==> config.mk <==
export PLATFORM = sky130hd
export DESIGN_NAME = gradient_orientation
export DESIGN_NICKNAME = d
export VERILOG_FILES = /design/src/rtl/sift_pkg.sv /design/src/rtl/orient_bin.sv /design/src/rtl/gradient_orientation.sv
export SDC_FILE = /design/constraint.sdc
export NUM_CORES = 1
export LEC_CHECK = 0
export BUFFER_PORTS_ARGS = -buffer_cell sky130_fd_sc_hd__buf_2
export CAP_MARGIN = 40
export CORE_UTILIZATION = 54
export DETAILED_ROUTE_END_ITERATION = 10
export PLACE_DENSITY = 0.84
export REMOVE_ABC_BUFFERS = 1
export SLEW_MARGIN = 15
export SYNTH_ARGS = -nofsm -noshare
export SYNTH_HDL_FRONTEND = slang
export SYNTH_HIERARCHICAL = 1
export SYNTH_SLANG_ARGS = --single-unit
==> constraint.sdc <==
create_clock -name clk_in -period 1.95 [get_ports clk_in]
set_clock_uncertainty 0.15 [all_clocks]
set_input_delay 0 -clock clk_in [delete_from_list [all_inputs] [get_ports clk_in]]
set_output_delay 0 -clock clk_in [all_outputs]
set_load 0.05 [all_outputs]
==> src/rtl/sift_pkg.sv <==
// Shared types for the gradient orientation block: FSM states,
// histogram size and the octant encoding of gradient direction.
package sift_pkg;

  typedef enum logic [1:0] {
    IDLE,
    RUN,
    DRAIN,
    HIST
  } state_t;

  localparam int NUM_BINS = 8;

  localparam logic [2:0] OCT_PX_SHALLOW = 3'd0;
  localparam logic [2:0] OCT_PX_STEEP   = 3'd1;
  localparam logic [2:0] OCT_NX_STEEP   = 3'd2;
  localparam logic [2:0] OCT_NX_SHALLOW = 3'd3;
  localparam logic [2:0] OCT_NN_SHALLOW = 3'd4;
  localparam logic [2:0] OCT_NN_STEEP   = 3'd5;
  localparam logic [2:0] OCT_NY_STEEP   = 3'd6;
  localparam logic [2:0] OCT_NY_SHALLOW = 3'd7;

  function automatic logic [2:0] octant(
    input logic sx,
    input logic sy,
    input logic steep
  );
    logic [2:0] o;
    case ({sx, sy})
      2'b00:   o = steep ? OCT_PX_STEEP : OCT_PX_SHALLOW;
      2'b10:   o = steep ? OCT_NX_STEEP : OCT_NX_SHALLOW;
      2'b11:   o = steep ? OCT_NN_STEEP : OCT_NN_SHALLOW;
      default: o = steep ? OCT_NY_STEEP : OCT_NY_SHALLOW;
    endcase
    return o;
  endfunction

endpackage

==> src/rtl/orient_bin.sv <==
// Combinational L1 magnitude (saturating) and octant bin of one
// signed gradient pair.
module orient_bin
  import sift_pkg::*;
#(
  parameter int BIT_DEPTH = 8
) (
  input  logic signed [BIT_DEPTH-1:0] gx,
  input  logic signed [BIT_DEPTH-1:0] gy,
  output logic        [BIT_DEPTH-1:0] mag,
  output logic        [2:0]           bin
);

  logic signed [BIT_DEPTH:0] gx_w;
  logic signed [BIT_DEPTH:0] gy_w;
  logic        [BIT_DEPTH:0] ax;
  logic        [BIT_DEPTH:0] ay;
  logic        [BIT_DEPTH:0] sum;

  // one extra bit so the most negative input has a representable abs
  always_comb begin
    gx_w = {gx[BIT_DEPTH-1], gx};
    gy_w = {gy[BIT_DEPTH-1], gy};
    ax   = gx_w[BIT_DEPTH] ? $unsigned(-gx_w) : $unsigned(gx_w);
    ay   = gy_w[BIT_DEPTH] ? $unsigned(-gy_w) : $unsigned(gy_w);
    sum  = ax + ay;
    mag  = sum[BIT_DEPTH] ? '1 : sum[BIT_DEPTH-1:0];
    bin  = octant(gx[BIT_DEPTH-1], gy[BIT_DEPTH-1], ay > ax);
  end

endmodule

==> src/rtl/gradient_orientation.sv <==
// Streams a gradient image from BRAM, writes magnitude/bin per pixel.
// ORIENT_HIST_EN adds a per-bin magnitude histogram dumped after each pass.
module gradient_orientation
  import sift_pkg::*;
#(
  parameter int WIDTH     = 64,
  parameter int HEIGHT    = 64,
  parameter int BIT_DEPTH = 8,
  localparam int N  = WIDTH * HEIGHT,
  localparam int AW = $clog2(N),
  localparam int HW = BIT_DEPTH + AW
) (
  input  logic                        clk_in,
  input  logic                        rst_n_in,
  input  logic                        start_in,
  output logic [AW-1:0]               read_addr,
  output logic                        read_valid,
  input  logic signed [BIT_DEPTH-1:0] gx_in,
  input  logic signed [BIT_DEPTH-1:0] gy_in,
  output logic [AW-1:0]               write_addr,
  output logic                        write_valid,
  output logic [BIT_DEPTH-1:0]        mag_out,
  output logic [2:0]                  bin_out,
  output logic                        hist_valid,
  output logic [2:0]                  hist_idx,
  output logic [HW-1:0]               hist_value,
  output logic                        busy,
  output logic                        done
);

  localparam logic [AW-1:0] LAST = AW'(N - 1);

  state_t               state;
  logic [1:0]           vld_d;
  logic [AW-1:0]        addr_d1;
  logic [AW-1:0]        addr_d2;
  logic [BIT_DEPTH-1:0] mag_c;
  logic [2:0]           bin_c;
  logic                 last_wr;

  orient_bin #(
    .BIT_DEPTH(BIT_DEPTH)
  ) u_bin (
    .gx (gx_in),
    .gy (gy_in),
    .mag(mag_c),
    .bin(bin_c)
  );

  assign last_wr = write_valid && (write_addr == LAST);

`ifdef ORIENT_HIST_EN
  logic [HW-1:0] acc [NUM_BINS];
  logic [3:0]    hcnt;

  always_ff @(posedge clk_in or negedge rst_n_in) begin
    if (!rst_n_in) begin
      for (int i = 0; i < NUM_BINS; i++) acc[i] <= '0;
    end else if (state == IDLE && start_in) begin
      for (int i = 0; i < NUM_BINS; i++) acc[i] <= '0;
    end else if (write_valid) begin
      acc[bin_out] <= acc[bin_out] + HW'(mag_out);
    end
  end

  always_ff @(posedge clk_in or negedge rst_n_in) begin
    if (!rst_n_in) begin
      hcnt       <= '0;
      hist_valid <= 1'b0;
      hist_idx   <= '0;
      hist_value <= '0;
    end else if (state == HIST && !hcnt[3]) begin
      hcnt       <= hcnt + 4'd1;
      hist_valid <= 1'b1;
      hist_idx   <= hcnt[2:0];
      hist_value <= acc[hcnt[2:0]];
    end else begin
      hcnt       <= (state == HIST) ? hcnt : 4'd0;
      hist_valid <= 1'b0;
      hist_idx   <= '0;
      hist_value <= '0;
    end
  end
`else
  assign hist_valid = 1'b0;
  assign hist_idx   = '0;
  assign hist_value = '0;
`endif

  always_ff @(posedge clk_in or negedge rst_n_in) begin
    if (!rst_n_in) begin
      state       <= IDLE;
      read_addr   <= '0;
      read_valid  <= 1'b0;
      vld_d       <= '0;
      addr_d1     <= '0;
      addr_d2     <= '0;
      write_addr  <= '0;
      write_valid <= 1'b0;
      mag_out     <= '0;
      bin_out     <= '0;
      busy        <= 1'b0;
      done        <= 1'b0;
    end else begin
      done        <= 1'b0;
      vld_d       <= {vld_d[0], read_valid};
      addr_d1     <= read_addr;
      addr_d2     <= addr_d1;
      write_valid <= vld_d[1];
      if (vld_d[1]) begin
        write_addr <= addr_d2;
        mag_out    <= mag_c;
        bin_out    <= bin_c;
      end
      case (state)
        IDLE: begin
          if (start_in) begin
            state      <= RUN;
            busy       <= 1'b1;
            read_valid <= 1'b1;
            read_addr  <= '0;
          end
        end
        RUN: begin
          if (read_addr == LAST) begin
            read_valid <= 1'b0;
            read_addr  <= '0;
            state      <= DRAIN;
          end else begin
            read_addr <= read_addr + 1'b1;
          end
        end
        DRAIN: begin
          if (last_wr) begin
`ifdef ORIENT_HIST_EN
            state <= HIST;
`else
            state <= IDLE;
            busy  <= 1'b0;
            done  <= 1'b1;
`endif
          end
        end
`ifdef ORIENT_HIST_EN
        HIST: begin
          if (hcnt[3]) begin
            state <= IDLE;
            busy  <= 1'b0;
            done  <= 1'b1;
          end
        end
`endif
        default: state <= IDLE;
      endcase
    end
  end

endmodule

==> impl_metrics.env <==
export IMPL_synthToLayoutAreaGrowth_pct=29.3
export IMPL_drtPass1Iterations=8
export IMPL_synth_seq_cells=67
export IMPL_synth_main_ff_cell="dfrtp_1"
export IMPL_synthTopCellsByArea="dfrtp_1, ha_1, mux2_2"
export IMPL_setup_tns_ns=-2.07
export IMPL_p_per_area_nw_per_um2=1110
export IMPL_numPortBuffers=57
export IMPL_criticalPathCategory="in2reg"
export IMPL_finalHoldViolCount=0
export IMPL_syn_avg_cell_area_um2=11.1
export IMPL_rsz0062_at_grt="yes"
export IMPL_drt_first_iter_violations=115
export IMPL_clockBufferDepth=2
export IMPL_arrival_ns=2.26
export IMPL_status="finished with violations"
export IMPL_cp_start_kind="input pin"
export IMPL_tightestPinTransition_ns=0.672
export IMPL_cts_tree="built"
export IMPL_slew_headroom_pct=55.2
export IMPL_clkSinkCount=67
export IMPL_holdCritPathClass="in2async"
export IMPL_instances_no_fill=525
export IMPL_final_max_slew_viol_count=0
export IMPL_drtAntennaViolNets=0
export IMPL_dp_hpwl_um=5850
export IMPL_routed_wirelength_um=8440
export IMPL_avgRoutedWirePerCell_um=16.1
export IMPL_antenna_found_initial=0
export IMPL_ys_warn_count=6
export IMPL_crit_fanout=8
export IMPL_cts_root_buf="clkbuf_8"
export IMPL_via_per_inst=5.35
export IMPL_power_leakage_nw=2.31
export IMPL_drv_cap=0
export IMPL_end_kind="register"
export IMPL_core_area_um2=6420
export IMPL_max_freq_mhz=455
export IMPL_grt_pass1_wl_um=13200
export IMPL_boundaryPins=82
export IMPL_p_total_w=0.00519
export IMPL_chipWidth_um=84.0
export IMPL_synth_area_um2=3630
export IMPL_grt_max_degree=41
export IMPL_fin_nets=489
export IMPL_grt_pass1_vias=2816
export IMPL_synth_edf_count=0
export IMPL_layout_drive_gt1_share_pct=41.7
export IMPL_vias=2811
export IMPL_period_share_pct=113
export IMPL_dp_cells=506
export IMPL_worst_skew_pair_late_latency_ns=0.33
export IMPL_syn_inst=328
export IMPL_yosysTopAreaCell="dfrtp_1"
export IMPL_yosysUniqueCellTypes=51
export IMPL_setup_viol=9
export IMPL_fp_row_count=29
export IMPL_drc=4
export IMPL_clkTransAtPathRegs_ns=0.07
export IMPL_numCtsBuffers=9
export IMPL_violations="DRC, setup timing"
export IMPL_diodes=0
export IMPL_grt_ovfl_total=0
export IMPL_layout_setup_ws_ns=-0.246
export IMPL_synthArstFlopShare_pct=100
export IMPL_synth_top_area_share_pct=46.2
export IMPL_ir_drop_v=0.000837
export IMPL_ys_seq_area_share_pct=46.2
export IMPL_htree_levels=3
export IMPL_grt_use_total_pct=24.1
export IMPL_die_area_um2=7050
export IMPL_die_y_um=84.0
export IMPL_globalplace_congestion=0.958
export IMPL_start_util_pct=56.5
export IMPL_period_needed_ns=2.20
export IMPL_cp_required_ns=2.01
[synthesized netlist by cell type (2+ instances only)]
cell and count:
inv_1 18, and3_1 4, nand3_1 12, nand3b_1 2, o31ai_1 5, buf_2 3, xnor2_1 11, dfrtp_1 67
mux2i_1 2, nand2_1 24, o21ai_0 15, o211ai_1 3, ha_1 24, nand4_1 3, a22o_1 3, o21bai_1 6
a31oi_1 5, mux2_2 24, xor2_1 4, or3_1 3, nand2b_1 10, buf_4 25, or4_1 3, nor2_1 9
nor3_1 7, conb_1 3, a21oi_1 8, o41ai_2 2
[worst max-delay path, stage by stage]
cell       delay (ns)
buf_6            0.09
or3_4            0.38
or4_4            0.52
ha_4             0.32
nand2b_1         0.10
nand3b_1         0.12
o2111ai_4        0.35
nand2_2          0.10
mux2_4           0.28
[cell usage in the layout (no fill, tap or decap), types with 2 or more instances in the layout]
| master | count |
|---|---|
| o21bai_1 | 5 |
| xor2_1 | 4 |
| a22o_1 | 3 |
| a21oi_1 | 7 |
| a31oi_1 | 5 |
| inv_2 | 3 |
| o211ai_1 | 3 |
| inv_1 | 16 |
| xnor2_1 | 6 |
| and3_1 | 4 |
| mux2i_1 | 2 |
| nand3_1 | 12 |
| dlygate4sd3_1 | 2 |
| clkinv_2 | 3 |
| nand2_1 | 23 |
| o21ai_2 | 3 |
| nand4_1 | 3 |
| o31ai_1 | 4 |
| or3_4 | 3 |
| buf_4 | 53 |
| o21ai_1 | 2 |
| nand3b_1 | 2 |
| conb_1 | 26 |
| xnor2_2 | 5 |
| buf_6 | 3 |
| nor3_1 | 6 |
| mux2_4 | 6 |
| ha_1 | 20 |
| dfrtp_1 | 67 |
| o41ai_2 | 2 |
| or4_1 | 3 |
| clkbuf_8 | 11 |
| buf_2 | 54 |
| mux2_2 | 18 |
| ha_4 | 3 |
| nor2_1 | 9 |
| o21ai_0 | 11 |
| nand2b_1 | 9 |
[cells by family (layout without fill, tap and decap cells)]
logic type | after synthesis | count (layout) | synth area share (%)
compound gates | 57 | 57 | 12.0
flops | 67 | 67 | 46.2
xor+xnor | 15 | 15 | 3.62
fa+ha+maj | 25 | 25 | 8.83
other cells | 3 | 26 | 0.310
simple gates | 86 | 86 | 13.1
buf+inv | 49 | 146 | 7.97
mux | 26 | 26 | 8.00
[through the flow]
| step | setup WS, ns | area (µm²) | hold WS [ns] | util, % |
|---|---|---|---|---|
| final | -0.246 | 4690 | 0.0922 | 73.1 |
| after global routing | -0.344 | 4690 | 0.161 | 73.1 |
| after CTS | -0.262 | 4540 | 0.0951 | 70.7 |
| after detailed placement | -0.708 | 4270 | -0.0828 | 66.5 |
| after global placement | -0.610 | 4270 | -0.0975 | 66.5 |
| after floorplan | -0.434 | 3500 | -0.446 | - |
[power breakdown]
group          total, W  internal (W)  leakage, nW  switching (W)
clock          0.000970      0.000509       0.0908       0.000460
combinational   0.00222      0.000730         1.42        0.00149
sequential      0.00200       0.00176        0.802       0.000243
total           0.00519       0.00300         2.31        0.00219
[final timing paths]
kind | from | end | slack [ns] | cells past startpoint
max | gx_in[3] | mag_out[0] | -0.25 | 9
min reg2reg | addr_d1[3] | addr_d2[3] | 0.20 | 0
min | rst_n_in | addr_d1[0] | 0.09 | 2
min in group clk_in | gx_in[7] | bin_out[1] | 0.18 | 5
max in group asynchronous | rst_n_in | addr_d2[5] | 0.92 | 3
max reg2reg | read_addr[0] | read_addr[7] | 0.17 | 5
[layer usage]
layer  part of all wire (%)  global-route usage [%]  vias up
met1                     41                    29.0     1396
met3                    3.3                    5.93       17
met4                    1.9                    7.37        0
met2                     53                    42.4       67
met5                      0                       0        -
li1                       -                       -     1331
[state kept, by name, indices dropped and copies added (netlist names)]
name         cells
addr_d1         12
addr_d2         12
bin_out          3
busy             1
done             1
mag_out          8
read_addr       12
read_valid       1
state            2
vld_d            2
write_addr      12
write_valid      1
[final cells by class]
class,instances,area (µm²)
multi-input combinational,235,1940
timing repair buffer,113,742
inverter,19,71.3
clock buffer,11,151
tap,77,96.3
sequential,67,1680
fill,416,1730
clock inverter,3,15.0
[repair_timing]
| action | CTS | global route |
|---|---|---|
| endpoints found under the hold margin | 29 | 0 |
| setup endpoints to repair | 9 | 9 |
| hold buffers | 2 | 0 |
| setup buffers | 0 | 3 |
| gates resized for setup | 13 | 27 |
| pin swaps | 9 | 19 |
(Power assumes the default switching activity.)
